File: src/rtl/note_sequencer_if.sv
// note_sequencer_if: command, note-capture and playback signals of the
// piano note sequencer, bundled as one interface.
//  master: drives rec_start/play_start/stop and note_* and observes
//          play_key/state/note_count/overflow/done (controller side).
//  slave : the sequencer itself.
interface note_sequencer_if #(
  parameter int ADDR_W = 5,
  parameter int TIME_W = 13
);
  logic              rec_start;
  logic              play_start;
  logic              stop;
  logic              note_valid;
  logic [1:0]        note_key;
  logic [TIME_W-1:0] note_start;
  logic [TIME_W-1:0] note_dur;
  logic [1:0]        play_key;
  logic [1:0]        state;
  logic [ADDR_W:0]   note_count;
  logic              overflow;
  logic              done;

  modport master (
    output rec_start, play_start, stop, note_valid, note_key, note_start, note_dur,
    input  play_key, state, note_count, overflow, done
  );

  modport slave (
    input  rec_start, play_start, stop, note_valid, note_key, note_start, note_dur,
    output play_key, state, note_count, overflow, done
  );
endinterface

File: src/rtl/note_sequencer.sv
// note_sequencer: record/playback controller between the key-capture block
// and the tone generator. RECORD stores completed notes (key, start rebased
// to the first note, duration); PLAY replays them one at a time on play_key
// with a time base of TICK_CYCLES clocks per tick (0.01 s).
// Ports:
//  CLOCK_50 - system clock
//  reset_n  - asynchronous active-low reset
//  bus      - note_sequencer_if.slave: commands and note fields in,
//             play_key/state/note_count/overflow/done out (all registered)
module note_sequencer #(
  parameter int TICK_CYCLES = 500000,
  parameter int ADDR_W      = 5,
  parameter int TIME_W      = 13
) (
  input  logic             CLOCK_50,
  input  logic             reset_n,
  note_sequencer_if.slave  bus
);
  localparam int DEPTH = 2 ** ADDR_W;
  localparam int TCW   = (TICK_CYCLES > 1) ? $clog2(TICK_CYCLES) : 1;
  localparam logic [TCW-1:0]  TCNT_MAX  = TCW'(TICK_CYCLES - 1);
  localparam logic [ADDR_W:0] COUNT_MAX = (ADDR_W + 1)'(DEPTH);

  typedef enum logic [1:0] {
    IDLE      = 2'b00,
    RECORD    = 2'b01,
    PLAY_WAIT = 2'b10,
    PLAY_NOTE = 2'b11
  } state_t;

  state_t            state_q, state_d;
  logic [1:0]        key_q, key_d;
  logic              done_q, done_d;
  logic [ADDR_W:0]   count_q, count_d;
  logic              ovf_q, ovf_d;
  logic [ADDR_W-1:0] idx_q, idx_d;
  logic [TIME_W-1:0] remain_q, remain_d;
  logic [TIME_W-1:0] ptime_q, ptime_d;
  logic [TCW-1:0]    tcnt_q, tcnt_d;
  logic              tick;
  logic              wr_en;
  logic [TIME_W-1:0] wr_start;

  // Note buffer; contents are data only and are never reset.
  logic [1:0]        key_mem   [DEPTH];
  logic [TIME_W-1:0] start_mem [DEPTH];
  logic [TIME_W-1:0] dur_mem   [DEPTH];
  logic [TIME_W-1:0] base_q;

  logic [1:0]        key_rd;
  logic [TIME_W-1:0] start_rd;
  logic [TIME_W-1:0] dur_rd;

  assign key_rd   = key_mem[idx_q];
  assign start_rd = start_mem[idx_q];
  assign dur_rd   = dur_mem[idx_q];

  // The first stored note defines time zero; later starts are offsets from it
  // modulo 2**TIME_W so a capture clock wrap between notes is harmless.
  assign wr_start = (count_q == '0) ? '0 : bus.note_start - base_q;

  always_comb begin
    state_d  = state_q;
    key_d    = key_q;
    done_d   = 1'b0;
    count_d  = count_q;
    ovf_d    = ovf_q;
    idx_d    = idx_q;
    remain_d = remain_q;
    ptime_d  = ptime_q;
    tcnt_d   = tcnt_q;
    wr_en    = 1'b0;

    tick = (state_q == PLAY_WAIT || state_q == PLAY_NOTE) && (tcnt_q == TCNT_MAX);

    if (state_q == PLAY_WAIT || state_q == PLAY_NOTE) begin
      tcnt_d = tick ? '0 : tcnt_q + 1'b1;
      if (tick) ptime_d = ptime_q + 1'b1;
    end

    if (bus.stop) begin
      state_d = IDLE;
      key_d   = 2'b00;
    end else if (bus.rec_start) begin
      state_d = RECORD;
      key_d   = 2'b00;
      count_d = '0;
      ovf_d   = 1'b0;
    end else begin
      case (state_q)
        IDLE: begin
          if (bus.play_start && count_q != '0) begin
            state_d = PLAY_WAIT;
            idx_d   = '0;
            ptime_d = '0;
            tcnt_d  = '0;
          end
        end
        RECORD: begin
          if (bus.note_valid && bus.note_key != 2'b00) begin
            if (count_q == COUNT_MAX) begin
              ovf_d = 1'b1;
            end else begin
              wr_en   = 1'b1;
              count_d = count_q + 1'b1;
            end
          end
        end
        PLAY_WAIT: begin
          // ">=" rather than "==" lets an overlapped note start as soon as
          // the previous one has finished.
          if (ptime_q >= start_rd) begin
            state_d  = PLAY_NOTE;
            key_d    = key_rd;
            remain_d = (dur_rd == '0) ? TIME_W'(1) : dur_rd;
          end
        end
        PLAY_NOTE: begin
          if (tick) begin
            remain_d = remain_q - 1'b1;
            if (remain_q == TIME_W'(1)) begin
              key_d = 2'b00;
              idx_d = idx_q + 1'b1;
              if ({1'b0, idx_q} + 1'b1 == count_q) begin
                state_d = IDLE;
                done_d  = 1'b1;
              end else begin
                state_d = PLAY_WAIT;
              end
            end
          end
        end
        default: state_d = IDLE;
      endcase
    end
  end

  always_ff @(posedge CLOCK_50 or negedge reset_n) begin
    if (!reset_n) begin
      state_q  <= IDLE;
      key_q    <= 2'b00;
      done_q   <= 1'b0;
      count_q  <= '0;
      ovf_q    <= 1'b0;
      idx_q    <= '0;
      remain_q <= '0;
      ptime_q  <= '0;
      tcnt_q   <= '0;
    end else begin
      state_q  <= state_d;
      key_q    <= key_d;
      done_q   <= done_d;
      count_q  <= count_d;
      ovf_q    <= ovf_d;
      idx_q    <= idx_d;
      remain_q <= remain_d;
      ptime_q  <= ptime_d;
      tcnt_q   <= tcnt_d;
    end
  end

  always_ff @(posedge CLOCK_50) begin
    if (wr_en) begin
      key_mem[count_q[ADDR_W-1:0]]   <= bus.note_key;
      start_mem[count_q[ADDR_W-1:0]] <= wr_start;
      dur_mem[count_q[ADDR_W-1:0]]   <= bus.note_dur;
      if (count_q == '0) base_q <= bus.note_start;
    end
  end

  assign bus.play_key   = key_q;
  assign bus.state      = state_q;
  assign bus.note_count = count_q;
  assign bus.overflow   = ovf_q;
  assign bus.done       = done_q;
endmodule

File: src/flat_wrapper.sv
// flat-port wrapper written by rule: the top's interface ports become plain ports
module note_sequencer_flat 
#(
  parameter int TICK_CYCLES = 500000,
  parameter int ADDR_W      = 5,
  parameter int TIME_W      = 13
)
  (CLOCK_50, reset_n, bus_rec_start, bus_play_start, bus_stop, bus_note_valid, bus_note_key, bus_note_start, bus_note_dur, bus_play_key, bus_state, bus_note_count, bus_overflow, bus_done);
  note_sequencer_if #(.ADDR_W(ADDR_W), .TIME_W(TIME_W)) bus_i ();
  input  logic CLOCK_50;
  input  logic reset_n;
  input wire logic [$bits(bus_i.rec_start)-1:0] bus_rec_start;
  input wire logic [$bits(bus_i.play_start)-1:0] bus_play_start;
  input wire logic [$bits(bus_i.stop)-1:0] bus_stop;
  input wire logic [$bits(bus_i.note_valid)-1:0] bus_note_valid;
  input wire logic [$bits(bus_i.note_key)-1:0] bus_note_key;
  input wire logic [$bits(bus_i.note_start)-1:0] bus_note_start;
  input wire logic [$bits(bus_i.note_dur)-1:0] bus_note_dur;
  output wire logic [$bits(bus_i.play_key)-1:0] bus_play_key;
  output wire logic [$bits(bus_i.state)-1:0] bus_state;
  output wire logic [$bits(bus_i.note_count)-1:0] bus_note_count;
  output wire logic [$bits(bus_i.overflow)-1:0] bus_overflow;
  output wire logic [$bits(bus_i.done)-1:0] bus_done;
  assign bus_i.rec_start = bus_rec_start;
  assign bus_i.play_start = bus_play_start;
  assign bus_i.stop = bus_stop;
  assign bus_i.note_valid = bus_note_valid;
  assign bus_i.note_key = bus_note_key;
  assign bus_i.note_start = bus_note_start;
  assign bus_i.note_dur = bus_note_dur;
  assign bus_play_key = bus_i.play_key;
  assign bus_state = bus_i.state;
  assign bus_note_count = bus_i.note_count;
  assign bus_overflow = bus_i.overflow;
  assign bus_done = bus_i.done;
  note_sequencer #(.TICK_CYCLES(TICK_CYCLES), .ADDR_W(ADDR_W), .TIME_W(TIME_W)) u_core (.CLOCK_50(CLOCK_50), .reset_n(reset_n), .bus(bus_i));
endmodule
File: config.mk
export PLATFORM = sky130hd
export DESIGN_NAME = note_sequencer_flat
export DESIGN_NICKNAME = d
export VERILOG_FILES = /design/src/rtl/note_sequencer_if.sv /design/src/rtl/note_sequencer.sv /design/src/flat_wrapper.sv
export SDC_FILE = /design/constraint.sdc
export NUM_CORES = 1
export LEC_CHECK = 0
export ABC_CLOCK_PERIOD_IN_PS = 6000
export CORE_UTILIZATION = 45
export DETAILED_ROUTE_END_ITERATION = 8
export DONT_BUFFER_PORTS = 1
export PLACE_DENSITY_LB_ADDON = 0.05
export SETUP_SLACK_MARGIN = 0.4
export SYNTH_ARGS = -nofsm -noshare
export SYNTH_HDL_FRONTEND = slang
export SYNTH_SLANG_ARGS = --single-unit
File: constraint.sdc
create_clock -name CLOCK_50 -period 6 [get_ports CLOCK_50]
set_clock_uncertainty 0.15 [all_clocks]
set_input_delay 1.5 -clock CLOCK_50 [delete_from_list [all_inputs] [get_ports CLOCK_50]]
set_output_delay 1.5 -clock CLOCK_50 [all_outputs]
set_load 0.05 [all_outputs]
; Word-level counts from Yosys, hierarchy flattened
; Memory sizes are Yosys's and may differ from the RTL's.
; Cells that the tools add are included.
[classes]
addsub = 7
order_cmp = 1
eq_ne = 16
muxes = 56
bitwise_logic = 2
reduce_logical = 23
[ops]
columns = cell, n
row1 = $mux W13, 10
row2 = $mux W19, 6
row3 = $pmux W13 S2, 1
row4 = $mux W2, 12
row5 = $mux W6, 4
row6 = $add A19 B1 Y19 const B, 1
row7 = $eq A19 B19 Y1 const B, 1
row8 = $mux W1, 17
row9 = $mux W5, 3
row10 = $add A13 B1 Y13 const B, 1
row11 = $eq A13 B1 Y1 const B, 1
row12 = $ge A13 B13 Y1, 1
row13 = $logic_not A13 Y1, 1
row14 = $sub A13 B1 Y13 const B, 1
row15 = $sub A13 B13 Y13, 1
row16 = $reduce_and A4 Y1, 3
row17 = $reduce_bool A2 Y1, 6
row18 = $pmux W5 S2, 1
row19 = $reduce_and A5 Y1, 2
row20 = $ne A4 B3 Y1 const B, 2
row21 = $ne A4 B4 Y1 const B, 2
row22 = $add A5 B1 Y6 const B, 1
row23 = $add A6 B1 Y6 const B, 1
row24 = $eq A6 B6 Y1, 1
row25 = other kinds (18), 25
[word_totals]
reg_bits = 75
ram_bits = 896
out_inout_bits = 12
elab_cells = 118
n_memories = 3
[memory_table]
columns = name, words, width, rd, rd_clocked_by_memory_dff, write_ports, line
row1 = u_core.dur_mem, 32, 13, 1, 0, 1, note_sequencer.sv:47  ; logic [TIME_W-1:0] dur_mem [DEPTH];
row2 = u_core.start_mem, 32, 13, 1, 0, 1, note_sequencer.sv:46  ; logic [TIME_W-1:0] start_mem [DEPTH];
row3 = u_core.key_mem, 32, 2, 1, 0, 1, note_sequencer.sv:45  ; logic [1:0] key_mem [DEPTH];

; Longest topological paths before layout
[depth]
ltp_word = 9
depth_mapped = 23

; Worst setup path before layout
; Ideal clock, no wire load.
[synth_path]
path_kind = input to register
startpoint = input port bus_note_start[0]
endpoint = memory u_core.start_mem[0][12] (data pin)
arrival_time_ps = 4601
setup_slack_ps = 789
cell_stages = 11
path_buffers = 0
path_cell_list = inv_1 > ha_1 > fa_1 > nor2b_1 > o21ai_0 > a21boi_0 > o21ai_0 > a211oi_1 > o211ai_1 > nand3_1 > nor3b_1
[synth_between]
elab_chain_cells = 2
[synth_lines]
columns = element, line
row1 = from (decl), flat_wrapper.sv:17  ; input wire logic [$bits(bus_i.note_start)-1:0] bus_note_start;
row2 = $sub A13 B13 Y13, note_sequencer.sv:60  ; assign wr_start = (count_q == '0) ? '0 : bus.note_start - base_q;
row3 = $mux W13, note_sequencer.sv:60
row4 = net u_core.wr_start[12], note_sequencer.sv:42  ; logic [TIME_W-1:0] wr_start;
row5 = to (decl), note_sequencer.sv:46
; The timed path passes the listed nets, and every way through them passes these cells.

; Worst setup path after layout
[layout_path]
startpoint = register u_core.idx_q[0]
endpoint = register u_core.remain_q[0]
[layout_between]
elab_chain_cells = 5
[layout_lines]
columns = element, line
row1 = from (decl), note_sequencer.sv:36  ; logic [ADDR_W-1:0] idx_q, idx_d;
row2 = from (signal assigned), note_sequencer.sv:155  ; idx_q <= idx_d;
row3 = branches (longest 5 deep; another with $mem_v2 Z32 W13), --
row4 = to (signal assigned), note_sequencer.sv:156  ; remain_q <= remain_d;
row5 = to (decl), note_sequencer.sv:37  ; logic [TIME_W-1:0] remain_q, remain_d;
; Several ways; the timed one is not identified. The select of a mux whose other input is x is not followed.
; A chain may end at the register's enable or synchronous reset.

==> results.cfg <==
[run_status]
status = complete, no violations

[worst_setup_path]
cp.arrival_ns = 5.43
required_ns = 6.44
critPathSlowestCell = dfrtp_4
cp-start-kind = register
slowest_delay_ns = 0.83
crit_buf_inv = 3
crit_type = reg2reg
cp-end-kind = register
crit_fanout = 45
critical-path-top-delay-family = compound AO/OA/AOI/OAI gates
path_cells = buf_12, buf_4, and2_1, buf_4, a221oi_1, o21ai_0, nand3_1, a221oi_1, nand4b_1, o41ai_1, a221o_1

[sta]
clock.fmax_ghz = 0.200
whs_ns = 0.373
finalCritPeriodShare = 0.832
setup-tns-final_ns = 0
min_period_ns = 4.99
worst_pin_slew_ns = 1.17
relSlewSlack = 0.217
finalSetupViolations = 0
setup_ws_ns = 1.01
hold_viol_final = 0
slew_viol_final = 0
rsz0062_at_grt = false

[yosys]
synth_mux_area_frac = 0.127
synthCells = 2164
synth_edf_count = 909
synth_top_family_by_area = multiplexers
syn_area_per_cell_sq_um = 18.0
synthArstFlopShare = 0.0639
netlist_area_sq_um = 39100
ys.flop_type = edfxtp_1
synth_compound_area_frac = 0.0554
synth.distinct_cells = 61
synth_fa_ha_area_frac = 0.0127
synth.net_count = 2237
synthSimpleGateAreaFrac = 0.0401
seq_area_frac_synth = 0.739
synth-xor-area-share = 0.00942
yosysWarningCount = 0
ys_ff_latch = 971

[clocking]
path_clk_slew_ns = 0.06
post_cts_buffers = 0
cts_hold_buffers = 0
cts_sinks = 971
cts_made_buffers = 104
root_buffer = clkbuf_16
cts_max_level = 3
clock_path_buffers = 3
clk_latency_ns = 0.66
cts_resized = 0
tritoncts = built

[global_route]
grt_max_degree = 101
grt_pass1_wl_um = 151000
gr-total-overflow = 0
first_global_vias = 20809
antenna_found_initial = 3
grtUsageTotal = 0.245

[finish]
drive_gt1_frac = 0.188
final_common_cell = edfxtp_1
layout_common_cells = edfxtp_1 (909), mux2i_1 (190), mux4_2 (133)
area_growth_syn_to_layout_pct = 14.1
finalInstanceArea_sq_um = 44600
fillCellCount = 6787
nNetsFinal = 2331
final_util = 0.521
diodes = 0
final_cells = 3490

[hold_path]
hp-class = in2async

[detailed_routing]
wl_per_cell_um = 30.2
drc = 0
firstDrtPassIters = 6
num_vias = 20935
vias_per_cell = 6.00
wl_um = 105000
drtIter0Drc = 2050
detail-route-antenna-nets = 0

[floorplan]
initial_core_util = 0.456
ioPinCount = 46
dieArea_sq_um = 88000
rows = 107
core_area_sq_um = 85500
fp.dieH_um = 297
die-width_um = 297

[power_and_ir_drop]
p_leak_nw = 14.1
powerDensity_nw_per_um2 = 366
power.total_mw = 16.3
ir_drop_mv = 0.241

[place]
dp_cells = 3296
preCtsSetupSlack_ns = 0.477
hpwl_um = 60700
gp_congestion = 0.802
portBuffers = 0
dpl-instance-area_sq_um = 41200

[job]
maxCapViolations = 0
==> registers in the layout, indices dropped and copies added (netlist names), 6 cells and up <==
name and count:
u_core.base_q 13, u_core.bus.note_count 6, u_core.dur_mem 416, u_core.key_mem 64
u_core.ptime_q 13, u_core.remain_q 13, u_core.start_mem 416, u_core.tcnt_q 19
==> final cells by class <==
type	count	area, sq um	share of cell area
inverters	32	120	0.00270
well taps	1144	1430	0.0321
flip-flops and latches	971	28900	0.648
repair buffers	96	946	0.0212
multi-input cells	1053	9840	0.221
clock buffers	135	2840	0.0638
clock inverters	59	522	0.0117
==> logic make-up after synthesis <==
kind of cell	Yosys count
buffers and inverters	140
muxes	328
AOI/OAI and AO/OA	314
adders and majority gates	39
xor gates and xnor gates	42
DFF	971
and+or+nand+nor	330
==> where the power goes <==
| part | total [mW] | leakage, nW | internal, mW | switching (mW) |
|---|---|---|---|---|
| registers | 8.03 | 9.03 | 7.78 | 0.250 |
| logic | 1.93 | 3.40 | 0.760 | 1.17 |
| clock network | 6.33 | 1.65 | 3.68 | 2.65 |
==> layer usage <==
layer | vias up | share of wire | GRT usage
met4 | 2 | 0.025 | 0.0680
li1 | 8981 | - | -
met5 | - | 0.00012 | 0
met3 | 153 | 0.069 | 0.0421
met2 | 747 | 0.45 | 0.371
met1 | 11052 | 0.45 | 0.365
==> cells in the mapped netlist (6+ instances only) <==
library cell | instances | area (sq um)
a21o_1 | 6 | 45.0
a22o_1 | 6 | 52.6
nand3_1 | 26 | 130
nor3_1 | 36 | 180
mux2i_1 | 191 | 1910
o221ai_1 | 67 | 587
a22oi_1 | 17 | 128
and2_1 | 7 | 43.8
xor2_1 | 23 | 201
o21a_1 | 8 | 60.1
inv_1 | 32 | 120
nand2_1 | 53 | 199
xnor2_1 | 19 | 166
nand2b_1 | 9 | 56.3
o21ai_1 | 9 | 45.0
buf_1 | 8 | 30.0
a221oi_1 | 22 | 193
dfrtp_1 | 62 | 1550
buf_4 | 23 | 173
o21ai_0 | 38 | 190
buf_2 | 27 | 135
clkbuf_1 | 48 | 180
nand4_1 | 9 | 56.3
a21oi_1 | 81 | 405
edfxtp_1 | 909 | 27300
or3_1 | 7 | 43.8
nor2_1 | 131 | 492
and3_1 | 11 | 68.8
ha_1 | 38 | 475
or2_2 | 9 | 56.3
nor2b_1 | 9 | 56.3
o22ai_1 | 32 | 200
mux4_2 | 133 | 3000
==> path summary, 6_finish.rpt <==
path	cells after the start	slack, ns	to	from
max reg2reg	11	1.01	u_core.remain_q[0]$_DFFE_PN0P_	u_core.idx_q[0]$_DFFE_PN0P_
max	11	1.01	u_core.remain_q[0]$_DFFE_PN0P_	u_core.idx_q[0]$_DFFE_PN0P_
min	0	0.37	u_core.tcnt_q[16]$_DFF_PN0_	reset_n
min reg2reg	2	0.40	u_core.tcnt_q[1]$_DFF_PN0_	u_core.tcnt_q[1]$_DFF_PN0_
min in group CLOCK_50	2	0.40	u_core.tcnt_q[1]$_DFF_PN0_	u_core.tcnt_q[1]$_DFF_PN0_
max in group asynchronous	0	5.18	u_core.idx_q[0]$_DFFE_PN0P_	reset_n
Note: power is estimated with default switching activity, not from simulation.
